File: src/rtl/route_sequencer.sv
// Interlocking route sequencer: round-robin request arbitration, conflict check, point drive, lock.
// Optional build macro ROUTE_AUTO_RELEASE_EN adds per-end HOLD_CYCLES auto-release counters.
module route_sequencer #(
  parameter int SETTLE_CYCLES = 16,
  parameter int HOLD_CYCLES   = 1024,
  parameter int CNT_W         = 16
) (
  input  logic       CLOCK_50,
  input  logic       RESET_N,
  input  logic       req_valid,
  input  logic [1:0] req_end,
  input  logic [1:0] req_station,
  input  logic       rel_valid,
  input  logic [1:0] rel_end,
  output logic       busy,
  output logic [3:0] point_en,
  output logic [7:0] point_cmd,
  output logic [3:0] route_lock,
  output logic [7:0] route_station,
  output logic       grant,
  output logic       reject,
  output logic [1:0] resp_end
);

  typedef enum logic [1:0] {ST_IDLE, ST_CHECK, ST_MOVE, ST_LOCK} state_t;

  state_t             state_reg, state_next;
  logic [3:0]         pend_reg, pend_next;
  logic [7:0]         slot_reg, slot_next;
  logic [1:0]         rr_ptr_reg, rr_ptr_next;
  logic [1:0]         cand_end_reg, cand_end_next;
  logic [1:0]         cand_sta_reg, cand_sta_next;
  logic [CNT_W-1:0]   cnt_reg, cnt_next;
  logic [3:0]         point_en_reg, point_en_next;
  logic [7:0]         point_cmd_reg, point_cmd_next;
  logic [3:0]         route_lock_reg, route_lock_next;
  logic [7:0]         route_station_reg, route_station_next;
  logic               grant_reg, grant_next;
  logic               reject_reg, reject_next;
  logic [1:0]         resp_end_reg, resp_end_next;

  logic [3:0]         rel_mask;
  logic [3:0]         expire_mask;
  logic [3:0]         lock_eff;
  logic [3:0]         lock_set;
  logic               sel_found;
  logic [1:0]         sel_end;
  logic [1:0]         arb_idx;
  logic               conflict;
  logic [1:0]         lk_sta;
  logic [1:0]         jj;

  // Explicit releases and hold expiries are handled identically
  always_comb begin
    rel_mask = expire_mask;
    if (rel_valid) rel_mask[rel_end] = 1'b1;
  end

  assign lock_eff = route_lock_reg & ~rel_mask;

  always_comb begin
    sel_found = 1'b0;
    sel_end   = 2'd0;
    arb_idx   = 2'd0;
    for (int k = 0; k < 4; k++) begin
      arb_idx = rr_ptr_reg + 2'(k);
      if (!sel_found && pend_reg[arb_idx]) begin
        sel_found = 1'b1;
        sel_end   = arb_idx;
      end
    end
  end

  // Same-side crossing: the upper end (even index) must use a lower-numbered station
  always_comb begin
    conflict = 1'b0;
    lk_sta   = 2'd0;
    jj       = 2'd0;
    for (int j = 0; j < 4; j++) begin
      jj     = 2'(j);
      lk_sta = route_station_reg[2*j +: 2];
      if (lock_eff[j]) begin
        if (jj == cand_end_reg || lk_sta == cand_sta_reg) begin
          conflict = 1'b1;
        end else if (jj[1] == cand_end_reg[1]) begin
          if (!cand_end_reg[0] && cand_sta_reg >= lk_sta) conflict = 1'b1;
          if (cand_end_reg[0] && lk_sta >= cand_sta_reg) conflict = 1'b1;
        end
      end
    end
  end

  always_comb begin
    state_next         = state_reg;
    pend_next          = pend_reg;
    slot_next          = slot_reg;
    rr_ptr_next        = rr_ptr_reg;
    cand_end_next      = cand_end_reg;
    cand_sta_next      = cand_sta_reg;
    cnt_next           = cnt_reg;
    point_en_next      = point_en_reg;
    point_cmd_next     = point_cmd_reg;
    route_lock_next    = route_lock_reg & ~rel_mask;
    route_station_next = route_station_reg;
    grant_next         = 1'b0;
    reject_next        = 1'b0;
    resp_end_next      = resp_end_reg;
    lock_set           = 4'd0;

    for (int j = 0; j < 4; j++) begin
      if (rel_mask[j]) begin
        route_station_next[2*j +: 2] = 2'd0;
        point_cmd_next[2*j +: 2]     = 2'd0;
      end
    end

    case (state_reg)
      ST_IDLE: begin
        if (sel_found) begin
          cand_end_next      = sel_end;
          cand_sta_next      = slot_reg[{sel_end, 1'b0} +: 2];
          pend_next[sel_end] = 1'b0;
          rr_ptr_next        = sel_end + 2'd1;
          state_next         = ST_CHECK;
        end
      end
      ST_CHECK: begin
        if (rel_mask[cand_end_reg]) begin
          state_next = ST_IDLE;
        end else if (conflict) begin
          reject_next   = 1'b1;
          resp_end_next = cand_end_reg;
          state_next    = ST_IDLE;
        end else begin
          point_cmd_next[{cand_end_reg, 1'b0} +: 2] = cand_sta_reg;
          point_en_next[cand_end_reg]               = 1'b1;
          cnt_next   = CNT_W'(SETTLE_CYCLES - 1);
          state_next = ST_MOVE;
        end
      end
      ST_MOVE: begin
        if (rel_mask[cand_end_reg]) begin
          point_en_next = 4'd0;
          state_next    = ST_IDLE;
        end else if (cnt_reg == '0) begin
          point_en_next                                 = 4'd0;
          route_lock_next[cand_end_reg]                 = 1'b1;
          route_station_next[{cand_end_reg, 1'b0} +: 2] = cand_sta_reg;
          grant_next             = 1'b1;
          resp_end_next          = cand_end_reg;
          lock_set[cand_end_reg] = 1'b1;
          state_next             = ST_LOCK;
        end else begin
          cnt_next = cnt_reg - CNT_W'(1);
        end
      end
      ST_LOCK:  state_next = ST_IDLE;
      default:  state_next = ST_IDLE;
    endcase

    // A capture overrides the arbitration clear so a same-cycle request is never lost
    if (req_valid) begin
      pend_next[req_end]                = 1'b1;
      slot_next[{req_end, 1'b0} +: 2]   = req_station;
    end
  end

  always_ff @(posedge CLOCK_50) begin
    if (!RESET_N) begin
      state_reg         <= ST_IDLE;
      pend_reg          <= '0;
      slot_reg          <= '0;
      rr_ptr_reg        <= '0;
      cand_end_reg      <= '0;
      cand_sta_reg      <= '0;
      cnt_reg           <= '0;
      point_en_reg      <= '0;
      point_cmd_reg     <= '0;
      route_lock_reg    <= '0;
      route_station_reg <= '0;
      grant_reg         <= 1'b0;
      reject_reg        <= 1'b0;
      resp_end_reg      <= '0;
    end else begin
      state_reg         <= state_next;
      pend_reg          <= pend_next;
      slot_reg          <= slot_next;
      rr_ptr_reg        <= rr_ptr_next;
      cand_end_reg      <= cand_end_next;
      cand_sta_reg      <= cand_sta_next;
      cnt_reg           <= cnt_next;
      point_en_reg      <= point_en_next;
      point_cmd_reg     <= point_cmd_next;
      route_lock_reg    <= route_lock_next;
      route_station_reg <= route_station_next;
      grant_reg         <= grant_next;
      reject_reg        <= reject_next;
      resp_end_reg      <= resp_end_next;
    end
  end

`ifdef ROUTE_AUTO_RELEASE_EN
  for (genvar gi = 0; gi < 4; gi++) begin : g_hold
    logic [CNT_W-1:0] hold_cnt_reg;
    always_ff @(posedge CLOCK_50) begin
      if (!RESET_N) begin
        hold_cnt_reg <= '0;
      end else if (lock_set[gi]) begin
        hold_cnt_reg <= CNT_W'(HOLD_CYCLES - 1);
      end else if (rel_mask[gi]) begin
        hold_cnt_reg <= '0;
      end else if (route_lock_reg[gi] && hold_cnt_reg != '0) begin
        hold_cnt_reg <= hold_cnt_reg - CNT_W'(1);
      end
    end
    assign expire_mask[gi] = route_lock_reg[gi] && (hold_cnt_reg == '0);
  end
`else
  logic unused_hold;
  assign expire_mask = 4'd0;
  assign unused_hold = (HOLD_CYCLES != 0) ^ (|lock_set);
`endif

  assign busy          = (state_reg != ST_IDLE);
  assign point_en      = point_en_reg;
  assign point_cmd     = point_cmd_reg;
  assign route_lock    = route_lock_reg;
  assign route_station = route_station_reg;
  assign grant         = grant_reg;
  assign reject        = reject_reg;
  assign resp_end      = resp_end_reg;

endmodule
File: config.mk
export PLATFORM = sky130hd
export DESIGN_NAME = route_sequencer
export DESIGN_NICKNAME = d
export VERILOG_FILES = /design/src/rtl/route_sequencer.sv
export SDC_FILE = /design/constraint.sdc
export NUM_CORES = 1
export LEC_CHECK = 0
export ABC_AREA = 0
export BUFFER_PORTS_ARGS = -buffer_cell sky130_fd_sc_hd__buf_4
export CAP_MARGIN = 40
export CORE_MARGIN = 4
export CORE_UTILIZATION = 55
export CTS_CLUSTER_DIAMETER = 50
export DETAILED_ROUTE_END_ITERATION = 6
export GPL_ROUTABILITY_DRIVEN = 0
export PLACE_DENSITY = 0.75
export SKIP_LAST_GASP = 1
export SLEW_MARGIN = 20
export SYNTH_ARGS = -nofsm -noshare
export SYNTH_HDL_FRONTEND = slang
export SYNTH_SLANG_ARGS = --single-unit
File: constraint.sdc
create_clock -name CLOCK_50 -period 3.8 [get_ports CLOCK_50]
set_input_delay 0.19 -clock CLOCK_50 [delete_from_list [all_inputs] [get_ports CLOCK_50]]
set_output_delay 0.19 -clock CLOCK_50 [all_outputs]
set_load 0.01 [all_outputs]
==> results by group <==
Critical path
  – Setup CP Type: flop to flop
  – Required @ worst endpoint: 4070 ps
  – Critical Path End Type: flop
  – CP Launch Type: flop
  – Critical path arrival: between 3000 and 4000 ps
  – Worst-path maximum fanout: 29

Synthesis
  – Area fraction of the dominant cell type after synthesis: 0.355
  – Synth top area cells: dfxtp_1 35%, ha_1 8.7%, mux2i_1 5.3%
  – Yosys warnings: 0
  – Synthesis-stage register bit count: 64
  – Sequential share of the synthesized area: 0.355
  – Post-synthesis area per instance: 8.27 um2
  – Async set or reset register ratio after synthesis: 0
  – Yosys top cell by area: dfxtp_1
  – Syn nets: approximately 470
  – Synth Flop Type: dfxtp_1
  – Cells after synthesis: around 440
  – Number of synthesized flops with an enable pin: 0
  – Unique masters post-synth: 50
  – Post-Syn Area: 3610 um2

Pwr
  – Clock power frac: 0.300
  – Power Internal: about 1.3 mW
  – Pleak: around 1.6 nW
  – Comb power frac: 0.304
  – Pwr dens: roughly 480 nW/um2
  – Psw: 0.726 mW
  – Final Power: 1.98 mW
  – Peak supply drop: 0.354 mV
  – Seq pwr share: 0.396
  – Sw frac: 0.367

Timing
  – Final hold slack: 109 ps
  – Worst Skew: 8.37 ps
  – Final Setup Violations: 0
  – RSZ-0062 raised after global routing: false
  – Final Critical Period: 3040 ps
  – Final TNS setup: 0 ps
  – Max_slew headroom: 0.383
  – Worst-margin pin slew: 917 ps
  – Max Slew Vio Count: 0
  – Final WS setup: about 760 ps
  – Final Hold Fails: 0
  – Period utilisation layout: 0.801
  – Fmax: around 0.33 GHz

Clock tree
  – Total CTS buffers: 9
  – Cts repair resizes: 0
  – Clk sinks: 64
  – CTS root buffer: clkbuf_8
  – Clk buf depth: 2
  – Reg clk slew, reported paths: around 80 ps
  – Cts hold-fix bufs: 0
  – Clock Latency Late Sink: 350 ps
  – H-Tree Depth: 3
  – CTS tree: yes
  – # Post-CTS Setup Buffers: 0

Floorplanning
  – Die Span Y: 89.0 um
  – Die width: just under 90 um
  – Core area: roughly 6300 um2
  – Site Rows: 29
  – Die area: around 7900 um2
  – Io pins: 39
  – Starting Density: 0.569

Cells and area
  – Highest-count cells in the layout ignoring fill and taps: 64 x dfxtp_1, 41 x buf_4, 40 x nor2_1
  – Fillcell total: 561
  – Number of diodes: 0
  – Area grow syn2layout: 15.0%
  – # nets final: approximately 500
  – Fin area: around 4200 um2
  – Area of the multi-input gates: ~2200 um2
  – Seq. cell area: ~1300 um2
  – Share of post-route cells with drive strength above 1: 0.140
  – Max reg flops: 16
  – Most common cell after layout, fill and taps aside: dfxtp_1

Drt
  – DRC: 0
  – Via/cell ratio: roughly 6
  – Initial drt markers: around 140
  – Initial DRT Pass Iterations: 4
  – Vias: about 3,300
  – WL final: 8700 um
  – Antenna Nets Post-Route: 0
  – Routed len/inst: around 16 um

Placed design
  – Placed cell area: approximately 4000 um2
  – Dpl hpwl: about 6200 um
  – # port buffers: 38
  – Post-Place Worst Slack: roughly 830 ps

Run status
  – Status: finished clean

Job
  – Max cap viols: 0

GRT
  – All-layer global routing usage: 0.234
  – Grt ovf: 0
  – Initial antenna violation count: 0
  – First-pass GRT wire length: between 10,000 and 15,000 um
  – Vias in the first global route: 3,088
  – Largest net degree at the start of global routing: 31

Hold path
  – Worst min-delay path class: input pin to flop
-- worst paths after layout --
check / slack, ps / to / depth (start not counted) / startpoint
hold / removal: 110 / slot_reg[5]$_SDFFE_PN0P_ / 3 / req_station[1]
hold reg to reg: 460 / slot_reg[7]$_SDFFE_PN0P_ / 2 / slot_reg[7]$_SDFFE_PN0P_
setup / recovery: 760 / point_cmd[2]$_SDFF_PN0_ / 7 / cand_sta_reg[0]$_SDFFE_PN0P_
setup reg to reg: 760 / point_cmd[2]$_SDFF_PN0_ / 7 / cand_sta_reg[0]$_SDFFE_PN0P_
-- power groups by stage --
stage          combinational, mW  clock (mW)  sequential (mW)
3_5_place_dp               0.590           0            0.796
4_1_cts                    0.595       0.606            0.781
5_1_grt                    0.671       0.644            0.791
3_3_place_gp               0.564           0            0.794
6_report                   0.600       0.594            0.783
2_1_floorplan              0.464           0            0.786
-- area by class of cell --
cell class,instances,area share
Clock buffer,9,0.0298
Clock inverter,7,0.0193
Inverter,21,0.0190
Multi-Input combinational cell,333,0.523
Sequential cell,64,0.308
Tap cell,77,0.0232
Timing Repair Buffer,43,0.0777
-- cells by family (layout without fill, tap and decap cells) --
kind of cell             count (synthesis)  after routing  synth area share
buffers and inverters                   40             80            0.0440
AO/OA/AOI/OAI                          102            102             0.181
flip-flops                              64             64             0.355
adder cells (fa/ha/maj)                 25             25            0.0866
AND/OR/NAND/NOR                        177            177             0.256
XOR/XNOR                                 8              8            0.0194
multiplexers                            21             21            0.0589
-- per-layer routing --
layer	track usage	vias up	share of wire
met5	0	-	0
met4	0.0934	0	0.027
met3	0.0673	23	0.040
met2	0.384	81	0.48
met1	0.290	1560	0.45
li1	-	1651	-
-- worst max-delay path: stages, from the launching register on --
cell and delay, ps:
dfxtp_1 560, ha_1 320, a211o_1 300, nand3_1 90, a31oi_1 50, or4_1 910
nor3_1 460, mux2i_1 270
-- synth_stat cells, types with 8 or more instances --
| cell | instances |
|---|---|
| nand4_1 | 12 |
| nand3_1 | 25 |
| nor4_1 | 8 |
| nor3_1 | 13 |
| dfxtp_1 | 64 |
| o21ai_0 | 23 |
| mux2i_1 | 19 |
| xnor2_1 | 8 |
| nor2_1 | 40 |
| a21oi_1 | 31 |
| nand2_1 | 34 |
| clkbuf_1 | 16 |
| ha_1 | 25 |
| inv_1 | 21 |
-- metrics by stage --
| stage | std cells | utilization |
|---|---|---|
| after CTS | 554 | 0.654 |
| final | 554 | 0.654 |
| after global routing | 554 | 0.654 |
| after floorplan | 437 | - |
| after global placement | 536 | 0.620 |
| after detailed placement | 538 | 0.622 |
Note: power is estimated with default switching activity, not from simulation.
